[config.mk]
export PLATFORM = sky130hd
export DESIGN_NAME = fail_log_serializer_flat
export DESIGN_NICKNAME = d
export VERILOG_FILES = /design/src/rtl/fail_log_serializer_pkg.sv /design/src/rtl/fail_log_serializer_if.sv /design/src/rtl/fail_log_fifo.sv /design/src/rtl/fail_log_serializer.sv /design/src/flat_wrapper.sv
export SDC_FILE = /design/constraint.sdc
export NUM_CORES = 1
export LEC_CHECK = 0
export ABC_AREA = 1
export CELL_PAD_IN_SITES_DETAIL_PLACEMENT = 1
export CELL_PAD_IN_SITES_GLOBAL_PLACEMENT = 2
export CORE_MARGIN = 4
export CORE_UTILIZATION = 38
export DETAILED_ROUTE_END_ITERATION = 6
export GPL_TIMING_DRIVEN = 0
export PLACE_DENSITY = 0.88
export REMOVE_ABC_BUFFERS = 1
export SYNTH_ARGS = -nofsm -noshare
export SYNTH_HDL_FRONTEND = slang
export SYNTH_SLANG_ARGS = --single-unit
[constraint.sdc]
create_clock -name clk -period 2.4 [get_ports clk]
set_input_delay 0.36 -clock clk [delete_from_list [all_inputs] [get_ports clk]]
set_output_delay 0.36 -clock clk [all_outputs]
set_load 0.005 [all_outputs]
[src/rtl/fail_log_serializer_pkg.sv]
// -----------------------------------------------------------------------------
// fail_log_serializer_pkg
// Shared definitions for the MBIST fail-log serializer:
//   - transmitter FSM state encoding
//   - serial frame line levels (start bit, stop/idle level)
//   - default fail-report address width
//   - divider width helper (a CLK_DIV of 1 still needs a 1-bit counter)
// -----------------------------------------------------------------------------
package fail_log_serializer_pkg;

  // Default width of a fail-report address and of each serial payload.
  localparam int FAIL_ADDR_W = 8;

  typedef enum logic [1:0] {
    ST_IDLE  = 2'd0,
    ST_START = 2'd1,
    ST_DATA  = 2'd2,
    ST_STOP  = 2'd3
  } tx_state_e;

  localparam logic START_BIT = 1'b0;
  localparam logic STOP_BIT  = 1'b1;  // also the idle line level

  function automatic int div_width(input int clk_div);
    return (clk_div > 1) ? $clog2(clk_div) : 1;
  endfunction

endpackage

[src/rtl/fail_log_serializer_if.sv]
// -----------------------------------------------------------------------------
// fail_log_serializer_if
// Groups the fail-report tap and the serial/status outputs of the serializer.
//   clear      : synchronous flush/abort pulse
//   fail_valid : one-cycle fail report strobe
//   fail_addr  : failing address, qualified by fail_valid
//   bist_done  : BIST completion indication
//   tx         : serial line, idle high
//   tx_busy    : a frame is being shifted
//   overflow   : sticky, a report was dropped
//   fail_count : saturating count of all fail reports
//   log_done   : BIST done and the log has fully drained
// Modports: slave = the serializer, master = the MBIST side / environment.
// -----------------------------------------------------------------------------
interface fail_log_serializer_if
  import fail_log_serializer_pkg::*;
#(
  parameter int ADDR_WIDTH = FAIL_ADDR_W,
  parameter int CNT_WIDTH  = 5
);
  logic                  clear;
  logic                  fail_valid;
  logic [ADDR_WIDTH-1:0] fail_addr;
  logic                  bist_done;
  logic                  tx;
  logic                  tx_busy;
  logic                  overflow;
  logic [CNT_WIDTH-1:0]  fail_count;
  logic                  log_done;

  modport slave (
    input  clear, fail_valid, fail_addr, bist_done,
    output tx, tx_busy, overflow, fail_count, log_done
  );

  modport master (
    output clear, fail_valid, fail_addr, bist_done,
    input  tx, tx_busy, overflow, fail_count, log_done
  );
endinterface

[src/rtl/fail_log_fifo.sv]
// -----------------------------------------------------------------------------
// fail_log_fifo
// Small synchronous FIFO holding failing addresses until the serializer
// takes them. A push while full is accepted only if a pop happens in the same
// cycle, in which case occupancy is unchanged.
//   clk, rst_n : clock, asynchronous active-low reset
//   i_flush    : synchronous empty (wins over push/pop)
//   i_push     : write request with i_wdata
//   i_pop      : read request; o_rdata is the current head
//   o_full     : occupancy == DEPTH
//   o_empty    : occupancy == 0
//   o_count    : occupancy, log2(DEPTH)+1 bits
// -----------------------------------------------------------------------------
module fail_log_fifo #(
  parameter int DEPTH = 4,
  parameter int WIDTH = 8
) (
  input  logic                       clk,
  input  logic                       rst_n,
  input  logic                       i_flush,
  input  logic                       i_push,
  input  logic                       i_pop,
  input  logic [WIDTH-1:0]           i_wdata,
  output logic [WIDTH-1:0]           o_rdata,
  output logic                       o_full,
  output logic                       o_empty,
  output logic [$clog2(DEPTH):0]     o_count
);
  localparam int PTR_W = $clog2(DEPTH);
  localparam int CNT_W = PTR_W + 1;

  logic [WIDTH-1:0] r_mem [DEPTH];
  logic [PTR_W-1:0] r_wr_ptr;
  logic [PTR_W-1:0] r_rd_ptr;
  logic [CNT_W-1:0] r_count;

  logic w_do_pop;
  logic w_do_push;

  assign o_full    = (r_count == CNT_W'(DEPTH));
  assign o_empty   = (r_count == '0);
  assign o_count   = r_count;
  assign o_rdata   = r_mem[r_rd_ptr];
  assign w_do_pop  = i_pop & ~o_empty & ~i_flush;
  assign w_do_push = i_push & (~o_full | w_do_pop) & ~i_flush;

  // NOTE: storage has no reset; entries are only read once the occupancy
  // counter says they were written, so clearing them buys nothing.
  always_ff @(posedge clk) begin
    if (w_do_push) r_mem[r_wr_ptr] <= i_wdata;
  end

  // NOTE: every sequential assignment is non-blocking so all registers update
  // from pre-edge values, independent of statement order.
  always_ff @(posedge clk or negedge rst_n) begin
    if (!rst_n) begin
      r_wr_ptr <= '0;
      r_rd_ptr <= '0;
      r_count  <= '0;
    end else if (i_flush) begin
      r_wr_ptr <= '0;
      r_rd_ptr <= '0;
      r_count  <= '0;
    end else begin
      // DEPTH is a power of 2, so pointer wrap is the natural overflow.
      if (w_do_push) r_wr_ptr <= r_wr_ptr + 1'b1;
      if (w_do_pop)  r_rd_ptr <= r_rd_ptr + 1'b1;
      if (w_do_push && !w_do_pop)      r_count <= r_count + 1'b1;
      else if (!w_do_push && w_do_pop) r_count <= r_count - 1'b1;
    end
  end
endmodule

[src/rtl/fail_log_serializer.sv]
// -----------------------------------------------------------------------------
// fail_log_serializer
// Taps the MBIST fail-report stream, buffers failing addresses and sends each
// one off-chip as a UART-style frame: start bit (0), ADDR_WIDTH data bits LSB
// first, stop bit (1), every bit CLK_DIV clocks long. Also keeps a saturating
// fail count, a sticky overflow flag and a log-complete indication.
//   clk, rst_n : clock, asynchronous active-low reset
//   bus        : fail_log_serializer_if slave (inputs clear, fail_valid,
//                fail_addr, bist_done; outputs tx, tx_busy, overflow,
//                fail_count, log_done)
// -----------------------------------------------------------------------------
module fail_log_serializer
  import fail_log_serializer_pkg::*;
#(
  parameter int ADDR_WIDTH = FAIL_ADDR_W,
  parameter int DEPTH      = 4,
  parameter int CLK_DIV    = 4,
  parameter int CNT_WIDTH  = 5
) (
  input  logic                  clk,
  input  logic                  rst_n,
  fail_log_serializer_if.slave  bus
);
  localparam int DIV_W = div_width(CLK_DIV);
  localparam int BIT_W = $clog2(ADDR_WIDTH + 1);
  localparam int OCC_W = $clog2(DEPTH) + 1;

  localparam logic [DIV_W-1:0]     DIV_LAST = DIV_W'(CLK_DIV - 1);
  localparam logic [BIT_W-1:0]     BIT_LAST = BIT_W'(ADDR_WIDTH - 1);
  localparam logic [CNT_WIDTH-1:0] CNT_MAX  = '1;

  tx_state_e             r_state;
  logic [ADDR_WIDTH-1:0] r_shift;
  logic [DIV_W-1:0]      r_div;
  logic [BIT_W-1:0]      r_bit_cnt;
  logic                  r_tx;
  logic                  r_tx_busy;
  logic                  r_overflow;
  logic [CNT_WIDTH-1:0]  r_fail_count;
  logic                  r_done_seen;
  logic                  r_log_done;

  logic                  w_push;
  logic                  w_pop;
  logic                  w_full;
  logic                  w_empty;
  logic                  w_div_last;
  logic [ADDR_WIDTH-1:0] w_head;
  logic [OCC_W-1:0]      w_occupancy;

  assign w_push     = bus.fail_valid & ~bus.clear;
  assign w_pop      = (r_state == ST_IDLE) & ~w_empty & ~bus.clear;
  assign w_div_last = (r_div == DIV_LAST);

  fail_log_fifo #(
    .DEPTH (DEPTH),
    .WIDTH (ADDR_WIDTH)
  ) u_fifo (
    .clk     (clk),
    .rst_n   (rst_n),
    .i_flush (bus.clear),
    .i_push  (w_push),
    .i_pop   (w_pop),
    .i_wdata (bus.fail_addr),
    .o_rdata (w_head),
    .o_full  (w_full),
    .o_empty (w_empty),
    .o_count (w_occupancy)
  );

  // Fail count sees every strobe, accepted or dropped.
  always_ff @(posedge clk or negedge rst_n) begin
    if (!rst_n) begin
      r_fail_count <= '0;
      r_overflow   <= 1'b0;
    end else if (bus.clear) begin
      r_fail_count <= '0;
      r_overflow   <= 1'b0;
    end else begin
      if (bus.fail_valid && (r_fail_count != CNT_MAX))
        r_fail_count <= r_fail_count + CNT_WIDTH'(1);
      // Full is only a refusal when the transmitter is not freeing a slot.
      if (w_push && w_full && !w_pop)
        r_overflow <= 1'b1;
    end
  end

  always_ff @(posedge clk or negedge rst_n) begin
    if (!rst_n) begin
      r_state     <= ST_IDLE;
      r_shift     <= '0;
      r_div       <= '0;
      r_bit_cnt   <= '0;
      r_tx        <= STOP_BIT;
      r_tx_busy   <= 1'b0;
      r_done_seen <= 1'b0;
      r_log_done  <= 1'b0;
    end else if (bus.clear) begin
      r_state     <= ST_IDLE;
      r_div       <= '0;
      r_bit_cnt   <= '0;
      r_tx        <= STOP_BIT;
      r_tx_busy   <= 1'b0;
      r_done_seen <= 1'b0;
      r_log_done  <= 1'b0;
    end else begin
      // Line outputs are registered from the current state, so they trail the
      // state by one cycle; this gives the two-cycle report-to-start latency.
      unique case (r_state)
        ST_IDLE:  begin r_tx <= STOP_BIT;   r_tx_busy <= 1'b0; end
        ST_START: begin r_tx <= START_BIT;  r_tx_busy <= 1'b1; end
        ST_DATA:  begin r_tx <= r_shift[0]; r_tx_busy <= 1'b1; end
        default:  begin r_tx <= STOP_BIT;   r_tx_busy <= 1'b1; end
      endcase

      r_log_done <= r_done_seen && (w_occupancy == '0) && (r_state == ST_IDLE);
      if (bus.bist_done) r_done_seen <= 1'b1;

      unique case (r_state)
        ST_IDLE: begin
          if (w_pop) begin
            r_shift   <= w_head;
            r_bit_cnt <= '0;
            r_div     <= '0;
            r_state   <= ST_START;
          end
        end
        ST_START: begin
          if (w_div_last) begin
            r_div   <= '0;
            r_state <= ST_DATA;
          end else begin
            r_div <= r_div + 1'b1;
          end
        end
        ST_DATA: begin
          if (w_div_last) begin
            r_div     <= '0;
            r_shift   <= r_shift >> 1;
            r_bit_cnt <= r_bit_cnt + 1'b1;
            if (r_bit_cnt == BIT_LAST) r_state <= ST_STOP;
          end else begin
            r_div <= r_div + 1'b1;
          end
        end
        default: begin
          if (w_div_last) begin
            r_div   <= '0;
            r_state <= ST_IDLE;
          end else begin
            r_div <= r_div + 1'b1;
          end
        end
      endcase
    end
  end

  assign bus.tx         = r_tx;
  assign bus.tx_busy    = r_tx_busy;
  assign bus.overflow   = r_overflow;
  assign bus.fail_count = r_fail_count;
  assign bus.log_done   = r_log_done;
endmodule

[src/flat_wrapper.sv]
// flat-port wrapper written by rule: the top's interface ports become plain ports
module fail_log_serializer_flat import fail_log_serializer_pkg::*;
#(
  parameter int ADDR_WIDTH = FAIL_ADDR_W,
  parameter int DEPTH      = 4,
  parameter int CLK_DIV    = 4,
  parameter int CNT_WIDTH  = 5
)
  (clk, rst_n, bus_clear, bus_fail_valid, bus_fail_addr, bus_bist_done, bus_tx, bus_tx_busy, bus_overflow, bus_fail_count, bus_log_done);
  fail_log_serializer_if #(.ADDR_WIDTH(ADDR_WIDTH), .CNT_WIDTH(CNT_WIDTH)) bus_i ();
  input  logic clk;
  input  logic rst_n;
  input wire logic [$bits(bus_i.clear)-1:0] bus_clear;
  input wire logic [$bits(bus_i.fail_valid)-1:0] bus_fail_valid;
  input wire logic [$bits(bus_i.fail_addr)-1:0] bus_fail_addr;
  input wire logic [$bits(bus_i.bist_done)-1:0] bus_bist_done;
  output wire logic [$bits(bus_i.tx)-1:0] bus_tx;
  output wire logic [$bits(bus_i.tx_busy)-1:0] bus_tx_busy;
  output wire logic [$bits(bus_i.overflow)-1:0] bus_overflow;
  output wire logic [$bits(bus_i.fail_count)-1:0] bus_fail_count;
  output wire logic [$bits(bus_i.log_done)-1:0] bus_log_done;
  assign bus_i.clear = bus_clear;
  assign bus_i.fail_valid = bus_fail_valid;
  assign bus_i.fail_addr = bus_fail_addr;
  assign bus_i.bist_done = bus_bist_done;
  assign bus_tx = bus_i.tx;
  assign bus_tx_busy = bus_i.tx_busy;
  assign bus_overflow = bus_i.overflow;
  assign bus_fail_count = bus_i.fail_count;
  assign bus_log_done = bus_i.log_done;
  fail_log_serializer #(.ADDR_WIDTH(ADDR_WIDTH), .DEPTH(DEPTH), .CLK_DIV(CLK_DIV), .CNT_WIDTH(CNT_WIDTH)) u_core (.clk(clk), .rst_n(rst_n), .bus(bus_i));
endmodule
# [Word level (Yosys, flattened, before mapping)]
# Memory sizes are Yosys's and may differ from the RTL's.
# Index checks and enable logic that the tools add are counted.
[totals] output_inout_bits=9 ram_bits=32 elab_cells=106 memories=1 latchBits=0 register_bits=33 mem_bits_ro=0 inputBits=13
[op_classes] multipliers=0 n_lt_le_gt_ge=0 n_reduce_logical=24 eq_ne=12 bitwise_logic=11 muxes=38 div=0 addsub=7 n_shift=0
[memory_table] name="u_core.u_fifo.r_mem" depth=4 width=8 read_ports=1 rd_clocked_by_memory_dff=0 wr=1 line="fail_log_fifo.sv:32" source="logic [WIDTH-1:0] r_mem [DEPTH];"
[op_table] operator="$mux W2" count=14
[op_table] operator="$mux W8" count=2
[op_table] operator="$pmux W8 S2" count=1
[op_table] operator="$mux W4" count=3
[op_table] operator="$reduce_bool A2 Y1" count=6
[op_table] operator="$mux W1" count=10
[op_table] operator="$mux W5" count=2
[op_table] operator="$mux W3" count=3
[op_table] operator="$ne A3 B2 Y1 const B" count=3
[op_table] operator="$reduce_bool A3 Y1" count=3
[op_table] operator="$pmux W4 S2" count=1
[op_table] operator="$and A1 B1 Y1" count=7
[op_table] operator="$logic_and A1 B1 Y1" count=7
[op_table] operator="$add A2 B1 Y2 const B" count=3
[op_table] operator="$pmux W2 S3" count=1
[op_table] operator="$add A5 B1 Y5 const B" count=1
[op_table] operator="$ne A5 B5 Y1 const B" count=1
[op_table] operator="$reduce_and A5 Y1" count=1
[op_table] operator="$add A4 B1 Y4 const B" count=1
[op_table] operator="$eq A2 B2 Y1 const B" count=2
[op_table] operator="$eq A4 B3 Y1 const B" count=1
[op_table] operator="$reduce_and A4 Y1" count=1
[op_table] operator="$add A3 B1 Y3 const B" count=1
[op_table] operator="$eq A3 B3 Y1 const B" count=1
[op_table] operator="12 further kinds" count=16

# [Longest topological paths before layout]
[logic_depth] ltp_word=14 ltp_mapped=12 depth_no_buf=12

# [By module]
# From an unflattened synthesis, not the netlist that was laid out.
[unflattened] cells_unflattened=308 area_unflattened_um2=3067.9
[modules_own_cells] mod="fail_log_fifo" area_each_um2=1709.1 seq_area_each_um2=1136.1 instances=1 cells_each=144
[modules_own_cells] mod="fail_log_serializer" area_each_um2=1358.8 seq_area_each_um2=651.9 instances=1 cells_each=164

# [Worst setup path after synthesis]
# OpenSTA, ideal clock, no wires.
[synth_path] kind="reg2reg" from="register u_core.r_state[0]" to="register u_core.u_fifo.r_count[1] (netlist: u_core.u_fifo.o_count[1])" setup_slack_ns=0.537 required_ns=2.279 synth_period_minus_slack_ns=1.863 setup_time_ns=0.121 arrival_time_ns=1.742 n_path_buf=0 path_stages_with_launch=12 cell_sequence="dfrtp_1 inv_1 ha_1 nand2_2 inv_2 nand2_4 nand3_2 inv_1 fa_1 nor2_1 nand2_1 o21ai_1"
[synth_between] elab_chain_cells=11 elab_cells_between_ends=15 cone_classes="2 x mux; 7 x bitwise; 6 x reduce/logical"
[synth_lines] item="from (decl)" line="fail_log_serializer.sv:32" source="tx_state_e r_state;"
[synth_lines] item="from (signal assigned)" line="fail_log_serializer.sv:90" source="r_state <= ST_IDLE;"
[synth_lines] item="from (signal assigned)" line="fail_log_serializer.sv:99" source="r_state <= ST_IDLE;"
[synth_lines] item="from (signal assigned)" line="fail_log_serializer.sv:125" source="r_state <= ST_START;"
[synth_lines] item="$logic_not A2 Y1 *" line="fail_log_serializer.sv:52" source="assign w_pop = (r_state == ST_IDLE) & ~w_empty & ~bus.clear;"
[synth_lines] item="$and A1 B1 Y1 * (2 in a row)" line="fail_log_serializer.sv:52"
[synth_lines] item="$and A1 B1 Y1 * (2 in a row)" line="fail_log_fifo.sv:44" source="assign w_do_pop = i_pop & ~o_empty & ~i_flush;"
[synth_lines] item="$or A1 B1 Y1" line="fail_log_fifo.sv:45" source="assign w_do_push = i_push & (~o_full | w_do_pop) & ~i_flush;"
[synth_lines] item="$and A1 B1 Y1 (2 in a row)" line="fail_log_fifo.sv:45"
[synth_lines] item="$logic_and A1 B1 Y1 or $logic_not A1 Y1 (tied branches)" line="fail_log_fifo.sv:68, fail_log_fifo.sv:69"
[synth_lines] item="$mux W3 or $logic_and A1 B1 Y1 (tied branches)" line="fail_log_fifo.sv:68, fail_log_fifo.sv:69"
[synth_lines] item="$mux W3 or $reduce_bool A3 Y1 (tied branches)"
[synth_lines] item="to (signal assigned)" line="fail_log_fifo.sv:68" source="if (w_do_push && !w_do_pop) r_count <= r_count + 1'b1;"
[synth_lines] item="to (signal assigned)" line="fail_log_fifo.sv:69" source="else if (!w_do_push && w_do_pop) r_count <= r_count - 1'b1;"
[synth_lines] item="to (decl)" line="fail_log_fifo.sv:35" source="logic [CNT_W-1:0] r_count;"
# Every way passes the cells marked *; elsewhere a longest branch is shown, timed or not.
# A chain may end at the register's enable or synchronous reset.

# [Final worst setup path]
[layout_path] from="input bus_clear" to="register u_core.u_fifo.r_count[1] (netlist: u_core.u_fifo.o_count[1])"
[layout_between] elab_chain_cells=10 elab_cells_between_ends=15 cone_classes="2 x mux; 8 x bitwise; 5 x reduce/logical"
[layout_lines] item="from (decl)" line="flat_wrapper.sv:13" source="input wire logic [$bits(bus_i.clear)-1:0] bus_clear;"
[layout_lines] item="$not A1 Y1 (no line)"
[layout_lines] item="$and A1 B1 Y1" line="fail_log_serializer.sv:52"
[layout_lines] item="$and A1 B1 Y1 (2 in a row)" line="fail_log_fifo.sv:44"
[layout_lines] item="$or A1 B1 Y1" line="fail_log_fifo.sv:45"
[layout_lines] item="$and A1 B1 Y1 (2 in a row)" line="fail_log_fifo.sv:45"
[layout_lines] item="$logic_and A1 B1 Y1 or $logic_not A1 Y1 (tied branches)" line="fail_log_fifo.sv:68, fail_log_fifo.sv:69"
[layout_lines] item="$mux W3 or $logic_and A1 B1 Y1 (tied branches)" line="fail_log_fifo.sv:68, fail_log_fifo.sv:69"
[layout_lines] item="$mux W3 or $reduce_bool A3 Y1 (tied branches)"
# Parallel ways exist; a longest one is shown, timed or not.

==> flow_summary_export.csv <==
group,metric,value,unit
logic_synthesis,synthCells,298,
floorplan,die_y,97.0,µm
logic_synthesis,ys_seq_area_share,59.5,%
grt,grt_pass1_wl,11000,µm
clocking,cts.clk_slew.worst_paths,0.08,ns
worst_setup_path,crit_arrival,2.40,ns
logic_synthesis,syn_area_per_cell,10.1,µm²
clocking,root_buffer,"clkbuf_8",
finish,area_delta_synth_final,16.1,%
logic_synthesis,dominantRegCellSynth,"edfxtp_1",
finish,layout-drive-gt1-share,12.5,%
floorplan,io_pins,22,
logic_synthesis,synth-compound-area-share,9.74,%
clocking,cts_max_level,3,
clocking,clk_latency,0.35,ns
sta,setup_viol,0,
pwr,p_leak,1.45,nW
sta,slew_violations,0,
detailed_routing,first_iter_violations,86,
sta,setup_ws,0.269,ns
detailed_routing,via_count,2091,
logic_synthesis,synth_xor_area_share,0.291,%
finish,final_area,3490,µm²
placement,gp_congestion,0.813,
clocking,clk_path_buf_depth,2,
logic_synthesis,ys_types,33,
detailed_routing,dr.pass1.iters,4,
finish,nets,347,
sta,tightest_slew,0.756,ns
logic_synthesis,synth.largest_area_cell,"edfxtp_1",
grt,overflow,0,
worst_setup_path,path_class,"in2reg",
logic_synthesis,synthSimpleGateAreaFrac,19.3,%
floorplan,start_util,38.9,%
logic_synthesis,synthMuxAreaShare,0,%
detailed_routing,viasPerCell,4.87,
finish,fin_cells,429,
logic_synthesis,yosysMostFrequentCell,"nand2_1",
floorplan,fp.dieW,97.0,µm
grt,grt_max_degree,34,
placement,placed_area,3280,µm²
logic_synthesis,synth_area,3010,µm²
detailed_routing,antenna_left,0,
detailed_routing,wl_per_cell,14.8,µm
clocking,cts_buffers,9,
logic_synthesis,yosysWarnings,0,
logic_synthesis,synthTopCellsByArea,"edfxtp_1 32%, dfrtp_1 27%, nand2_1 7.4%, nand3_1 5.2%, a21oi_1 4.7%",
worst_setup_path,critPathMaxFanout,13,
placement,dp_hpwl,4340,µm
floorplan,die_area,9400,µm²
floorplan,rows,32,
finish,antenna_cells,0,
logic_synthesis,async_reset_ff_share,50.8,%
sta,fin_crit_sh,88.8,%
grt,grt.total_usage,14.4,%
floorplan,coreArea,7730,µm²
logic_synthesis,synth_seq_cells,65,
clocking,tritoncts,"built",
worst_setup_path,crit_required,2.67,ns
logic_synthesis,synthTopCellsByCount,"59 x nand2_1, 32 x dfrtp_1, 32 x edfxtp_1",
pwr,power_density,1010,nW/µm²
clocking,cts.sinks,65,
detailed_routing,wl,6360,µm
worst_setup_path,worstSetupEndpointType,"flop",
logic_synthesis,synth-edff-count,32,
sta,timing.slew.headroom,49.6,%
worst_hold_path,min_path_type,"in2async",
worst_setup_path,start_kind,"input port",
detailed_routing,drc,0,
clocking,cts-hold-fix-buffers,0,
sta,fmax,469,MHz
logic_synthesis,synth_top_family_by_area,"simple AND/OR/NAND/NOR gates",
placement,placed_cells,413,
logic_synthesis,synth_top_area_share,32.0,%
pwr,ir_worst_vdd,0.481,mV
finish,fillers,870,
placement,portBuffers,21,
outcome,run_status,"finished, final reports clean",
logic_synthesis,synth_adder_area_share,5.24,%
sta,hold_violations,0,
sta,grt_setup_unrepaired,"no",
placement,place_ws,-0.699,ns
grt,grt_pass1_vias,2202,
flow_run,max_cap_viol_count,0,
sta,clock-skew-final,0.0163,ns
sta,period_minus_slack,2.13,ns
grt,antenna_found_initial,0,
[routing by layer]
layer,part of all wire [%],global-route usage [%],vias up
li1,-,-,1051
met1,49,19.8,1016
met2,47,22.4,17
met3,2.3,3.60,7
met4,1.1,4.86,0
met5,0,0,-
[worst paths after layout]
path	from	endpoint	slack [ns]	cells past startpoint
setup reg to reg	u_core.r_state[0]$_DFFE_PN0P_	u_core.u_fifo.r_mem[2][1]$_DFFE_PP_	0.27	6
min in group clk	u_core.r_shift[7]$_DFFE_PN0P_	u_core.r_shift[7]$_DFFE_PN0P_	0.49	2
setup / recovery	bus_clear	u_core.u_fifo.o_count[1]$_DFFE_PN0P_	0.27	11
max in group asynchronous	rst_n	u_core.bus.fail_count[4]$_DFFE_PN0P_	1.83	1
hold reg to reg	u_core.r_shift[7]$_DFFE_PN0P_	u_core.r_shift[7]$_DFFE_PN0P_	0.49	2
hold / removal	rst_n	u_core.r_bit_cnt[1]$_DFFE_PN0P_	0.08	1
[where the power goes]
part	switching (mW)	total, mW	internal, mW
logic	0.679	1.04	0.365
registers	0.167	1.53	1.36
clock network	0.462	0.948	0.486
[per-stage QoR]
stage | hold WS, ns | TNS, ns | utilization, % | total power [mW]
6_report | 0.0787 | 0 | 45.2 | 3.52
5_1_grt | 0.135 | 0 | 45.2 | 3.81
4_1_cts | 0.106 | 0 | 45.2 | 3.56
3_5_place_dp | 0.479 | -22.52 | 42.5 | 2.59
3_3_place_gp | 0.470 | -21.14 | 42.5 | 2.55
2_1_floorplan | 0.0644 | 0 | - | 2.25
[kinds of logic after synthesis]
family / count (synthesis)
AOI/OAI and AO/OA: 52
xor gates and xnor gates: 1
adders and majority gates: 12
buffers and inverters: 40
DFF: 65
and+or+nand+nor: 128
[sequential cells by signal (all words and copies together) (netlist names), 2 cells and up]
register and flops:
u_core.bus.fail_count 5, u_core.r_bit_cnt 4, u_core.r_div 2, u_core.r_shift 8
u_core.r_state 2, u_core.u_fifo.o_count 3, u_core.u_fifo.r_mem 32, u_core.u_fifo.r_rd_ptr 2
u_core.u_fifo.r_wr_ptr 2
[cell usage in the layout (no fill, tap or decap), types with 5 or more instances in the layout]
| master | instances |
|---|---|
| dfrtp_1 | 32 |
| inv_2 | 6 |
| nand2_1 | 59 |
| ha_1 | 11 |
| o21ai_0 | 8 |
| a21oi_1 | 28 |
| o21ai_1 | 7 |
| nor2_1 | 20 |
| clkbuf_8 | 9 |
| edfxtp_1 | 32 |
| clkdlybuf4s50_1 | 19 |
| inv_1 | 25 |
| nand3_1 | 31 |
| nor2_2 | 5 |
[timing repair]
action	in CTS	in global routing
endpoints found under the hold margin	0	0
buffers inserted	0	0
gates resized for setup	5	0
endpoints found under the setup margin	34	0
[layout make-up]
cell class                 count  area [µm²]  area share (%)
clock inverter                 7        78.8            2.26
timing repair buffer          21         204            5.84
clock buffer                   9         124            3.55
tap                          102         128            3.65
multi-input combinational    193        1050            30.1
inverter                      32         120            3.44
sequential                    65        1790            51.2
[worst max-delay path, stage by stage]
cell	delay (ns)
dlygate4sd2_1	0.65
inv_2	0.25
nand2_2	0.15
inv_2	0.06
nand2_4	0.09
nand3_2	0.11
inv_1	0.10
fa_1	0.39
nor2_1	0.10
nand2_1	0.06
o21ai_1	0.07
(Power assumes the default switching activity.)
==> RTL change 1 (same settings) <==
The 4 states of `tx_state_e` get a Gray code encoding in 2 bits.
--- a/src/rtl/fail_log_serializer_pkg.sv
+++ b/src/rtl/fail_log_serializer_pkg.sv
@@ -12,10 +12,10 @@
   localparam int FAIL_ADDR_W = 8;
 
   typedef enum logic [1:0] {
-    ST_IDLE  = 2'd0,
-    ST_START = 2'd1,
-    ST_DATA  = 2'd2,
-    ST_STOP  = 2'd3
+    ST_IDLE  = 2'b00,
+    ST_START = 2'b01,
+    ST_DATA  = 2'b11,
+    ST_STOP  = 2'b10
   } tx_state_e;
 
   localparam logic START_BIT = 1'b0;
Check against the original RTL: no difference found for any inputs over 10 cycles, from zero or initial values and one cycle with rst_n low; not proved beyond that.
==> RTL change 1 against the unedited design <==
- sequential cell count unchanged
- wire length down 5.6%
- count of clock-buffer cells in the layout unchanged
- utilization about the same
- synthesized cell count down 1.3%
- cell count down 0.93%
- synthesized area down 0.83%
- design area down 0.61%
- setup slack worse by 0.0042 ns
- combinational power down 6%
- power down 1.2%
- non-clock buffer count unchanged
- hold slack worse by 0.0095 ns
- critical endpoint is now u_core.u_fifo.o_count[2]$_DFFE_PN0P_
- largest power group unchanged
==> RTL change 1: results (changes against the unedited design) <==
Setup path
  • CP Max Fanout: 11 (was 13)
  • Slowest stage delay, CP: 0.56 ns (was 0.65 ns)
  • Reg-to-reg slack, setup: 0.31 ns (was 0.27 ns)
  • R2R Path End: u_core.u_fifo.r_mem[0][2]$_DFFE_PP_ (was u_core.u_fifo.r_mem[2][1]$_DFFE_PP_)
  • Worst R2R Path Depth: 5 (was 6)
  • Source of the worst register-to-register timing path: u_core.r_state[1]$_DFFE_PN0P_ (was u_core.r_state[0]$_DFFE_PN0P_)

Place
  • DP Cell Count: 409 (was 413)
  • GP Congestion: 0.791 (was 0.813)
  • Pre-CTS setup slack: -0.482 ns (was -0.699 ns)
  • Dpl cell area: 0.00326 mm^2 (was 0.00328 mm^2)

Detailed routing
  • WL per Instance: 14.1 um (was 14.8 um)
  • DRT iter0 DRCs: 46 (was 86)

GRT
  • Vias in the first global route: 2096 (was 2202)
  • Gr usage total: 0.152 (was 0.144)

Layout
  • Area added between synthesis and finish: 16.4% (was 16.1%)
  • Fillers: 871 (was 870)
  • Share of cells above drive strength 1: 0.102 (was 0.125)
  • Nets@finish: 340 (was 347)
  • Fin cells: 425 (was 429)

Power and ir drop
  • Leakage: 0.00145 uW (about the same)
  • Comb pwr share: 0.281 (was 0.297)

Logic synthesis
  • Sequential fraction of the synthesis area: 0.600 (was 0.595)
  • Most instantiated cells after synthesis: nand2_1 (45), nor2_1 (44), inv_1 (33) (was nand2_1 (59), dfrtp_1 (32), edfxtp_1 (32))
  • Mean area per synthesized cell: 10.1 um^2 (about the same)
  • XOR/XNOR Fraction of Synth Area: 0.00587 (was 0.00291)
  • Multiplexer share of the synthesized area: 0.00336 (was 0)

Status
  • Status: complete, no violations (unchanged)

STA
  • Final setup margin: 0.265 ns (was 0.269 ns)
  • Skew final: 0.00714 ns (was 0.0163 ns)
[RTL change 1: stage by stage]
| stage | TNS, ns | power [uW] |
|---|---|---|
| finish | 0 | 3480 |
| global route | 0 | 3750 |
| CTS | 0 | 3520 |
| detailed placement | -15.87 | 2520 |
| global placement | -14.23 | 2480 |
| floorplan | 0 | 2200 |
[RTL change 1: timing repair]
action / in CTS / in global routing
gates resized for setup: 2 / 0
hold endpoints to repair: 0 / 0
setup endpoints to repair: 33 / 0
[RTL change 1: routing by layer]
| layer | global-route usage | vias to the layer above | wire, um |
|---|---|---|---|
| met4 | 0.0654 | 0 | 134 |
| met1 | 0.178 | 1008 | 2640 |
| met5 | 0 | - | 0 |
| li1 | - | 1024 | - |
| met3 | 0.0565 | 13 | 220 |
| met2 | 0.251 | 26 | 3010 |
[RTL change 1: area by class of cell]
cell class              instances  area share
clock inverters                 7      0.0245
inverters                      35      0.0379
repair buffers                 21      0.0588
flip-flops and latches         65       0.515
well taps                     102      0.0368
multi-input cells             186       0.291
clock buffers                   9      0.0357
==> RTL change 2 (config.mk and constraints unchanged) <==
Made on the original files. `CLK_DIV` is set to 4 in 2 places; all go to 5.
--- a/src/rtl/fail_log_serializer.sv
+++ b/src/rtl/fail_log_serializer.sv
@@ -14,7 +14,7 @@
 #(
   parameter int ADDR_WIDTH = FAIL_ADDR_W,
   parameter int DEPTH      = 4,
-  parameter int CLK_DIV    = 4,
+  parameter int CLK_DIV    = 5,
   parameter int CNT_WIDTH  = 5
 ) (
   input  logic                  clk,
--- a/src/flat_wrapper.sv
+++ b/src/flat_wrapper.sv
@@ -3,7 +3,7 @@
 #(
   parameter int ADDR_WIDTH = FAIL_ADDR_W,
   parameter int DEPTH      = 4,
-  parameter int CLK_DIV    = 4,
+  parameter int CLK_DIV    = 5,
   parameter int CNT_WIDTH  = 5
 )
   (clk, rst_n, bus_clear, bus_fail_valid, bus_fail_addr, bus_bist_done, bus_tx, bus_tx_busy, bus_overflow, bus_fail_count, bus_log_done);
Behaviour: not the same (Yosys sat finds a counterexample within 10 cycles, from zero or initial values and one cycle with rst_n low).
==> RTL change 2 against the unedited design <==
- clock skew fell by 0.0068 ns
- fmax shrank 1.6%
- power up 5.9%
- wire length rose by 2.2%
- design area rose by 3.0%
- critical path type is now reg -> reg
- sequential cell count grew 1
- synthesized area grew 2.6%
- setup slack worse by 0.035 ns
- combinational power increased by 5%
==> RTL change 2: results (changes against the unedited design) <==
Setup path
  • Arrival time worst endpoint: 2.14 ns (was 2.40 ns)
  • CP Max Fanout: 8 (was 13)
  • Worst R2R Path Depth: 6 (unchanged)
  • Reg-to-reg slack, setup: 0.23 ns (was 0.27 ns)
  • Startpoint types: flop (was input port)
  • Crit path to: u_core.u_fifo.r_mem[2][2]$_DFFE_PP_ (was u_core.u_fifo.o_count[1]$_DFFE_PN0P_)

STA
  • Worst Tran Pin Value: 0.794 ns (was 0.756 ns)
  • Skew final: 0.00952 ns (was 0.0163 ns)
  • Final Cycle Share: 0.902 (was 0.888)
  • Hold WS: 0.0958 ns (was 0.0787 ns)

Power and ir drop
  • Max VDD drop: 0.405 mV (was 0.481 mV)
  • Leakage: 0.00152 uW (was 0.00145 uW)

Place
  • Pre-CTS setup slack: -0.560 ns (was -0.699 ns)
  • Hpwl dp: 4.58 mm (was 4.34 mm)
  • Dpl cell area: 0.00336 mm^2 (was 0.00328 mm^2)
  • GP Congestion: 0.715 (was 0.813)

Detailed routing
  • DRT iter0 DRCs: 64 (was 86)
  • Detail Route met2 WL: 3.25 mm (was 3.01 mm)
  • M1 WL: 3.02 mm (was 3.13 mm)
  • Final WL: 6.50 mm (was 6.36 mm)
  • Met3 Wirelength: 154 um (was 148 um)

Logic synthesis
  • Sequential fraction of the synthesis area: 0.588 (was 0.595)
  • Async S/R FF share, synth: 0.515 (was 0.508)
  • Post-synth top flop: dfrtp_1 (was edfxtp_1)
  • Most instantiated cells after synthesis: nand2_1 (67), dfrtp_1 (33), edfxtp_1 (32) (was nand2_1 (59), dfrtp_1 (32), edfxtp_1 (32))
  • Area contributors post-synth: edfxtp_1 (31%), dfrtp_1 (27%), nand2_1 (8.2%) (was edfxtp_1 (32%), dfrtp_1 (27%), nand2_1 (7.4%))
  • Library cells used by synthesis: 31 (was 33)

GRT
  • Largest net degree at the start of global routing: 35 (was 34)
  • Global-route wire length before repair: 11.7 mm (was 11.0 mm)
  • Vias in the first global route: 2439 (was 2202)
  • Gr usage total: 0.151 (was 0.144)

Status
  • Status: complete, no violations (unchanged)

Layout
  • Nets@finish: 359 (was 347)
  • Register area: 0.00181 mm^2 (was 0.00179 mm^2)
## RTL change 2: repair_timing
action | 4_1_cts | 5_1_grt
gates cloned | 0 | 0
resized for setup | 1 | 1
endpoints found under the setup margin | 34 | 4
## RTL change 2: worst max-delay path: stages, from the launching register on
cell and delay (ns):
dfrtp_1 0.41, inv_1 0.13, ha_1 0.26, nand2_2 0.11, nand3_1 0.11, nand2_1 0.16, nor2_1 0.61
## RTL change 2: per-layer routing
| layer | GRT usage | vias to the layer above |
|---|---|---|
| li1 | - | 1080 |
| met1 | 0.187 | 1069 |
| met2 | 0.250 | 16 |
| met3 | 0.0507 | 8 |
| met4 | 0.0447 | 0 |
| met5 | 0 | - |
## RTL change 2: cells by family (layout without fill, tap and decap cells)
logic type	Yosys count	count (layout)	share of synthesized area
xor+xnor	2	2	0.00568
flops	66	66	0.588
buf+inv	40	70	0.0572
compound gates	51	51	0.0880
fa+ha+maj	13	13	0.0552
simple gates	136	136	0.206
## RTL change 2: area by class of cell
class / instances / share of cell area
Multi-Input combinational cell: 202 / 0.305
Clock buffer: 9 / 0.0344
Clock inverter: 7 / 0.0296
Inverter: 33 / 0.0344
Timing Repair Buffer: 21 / 0.0567
Sequential cell: 66 / 0.504
Tap cell: 102 / 0.0355
## RTL change 2: stage by stage
step                      std cells  total power [uW]
after CTS                       440              3780
after floorplan                 301              2320
after detailed placement        424              2670
after global placement          424              2620
final                           440              3730
after global routing            440              4030
## RTL change 2: report_power, final
part / leakage, uW / internal (uW) / switching, uW / total (uW)
Clock: 0.000117 / 605 / 485 / 1090
Combinational: 0.000677 / 384 / 703 / 1090
Sequential: 0.000725 / 1380 / 166 / 1550
Total: 0.00152 / 2370 / 1350 / 3730
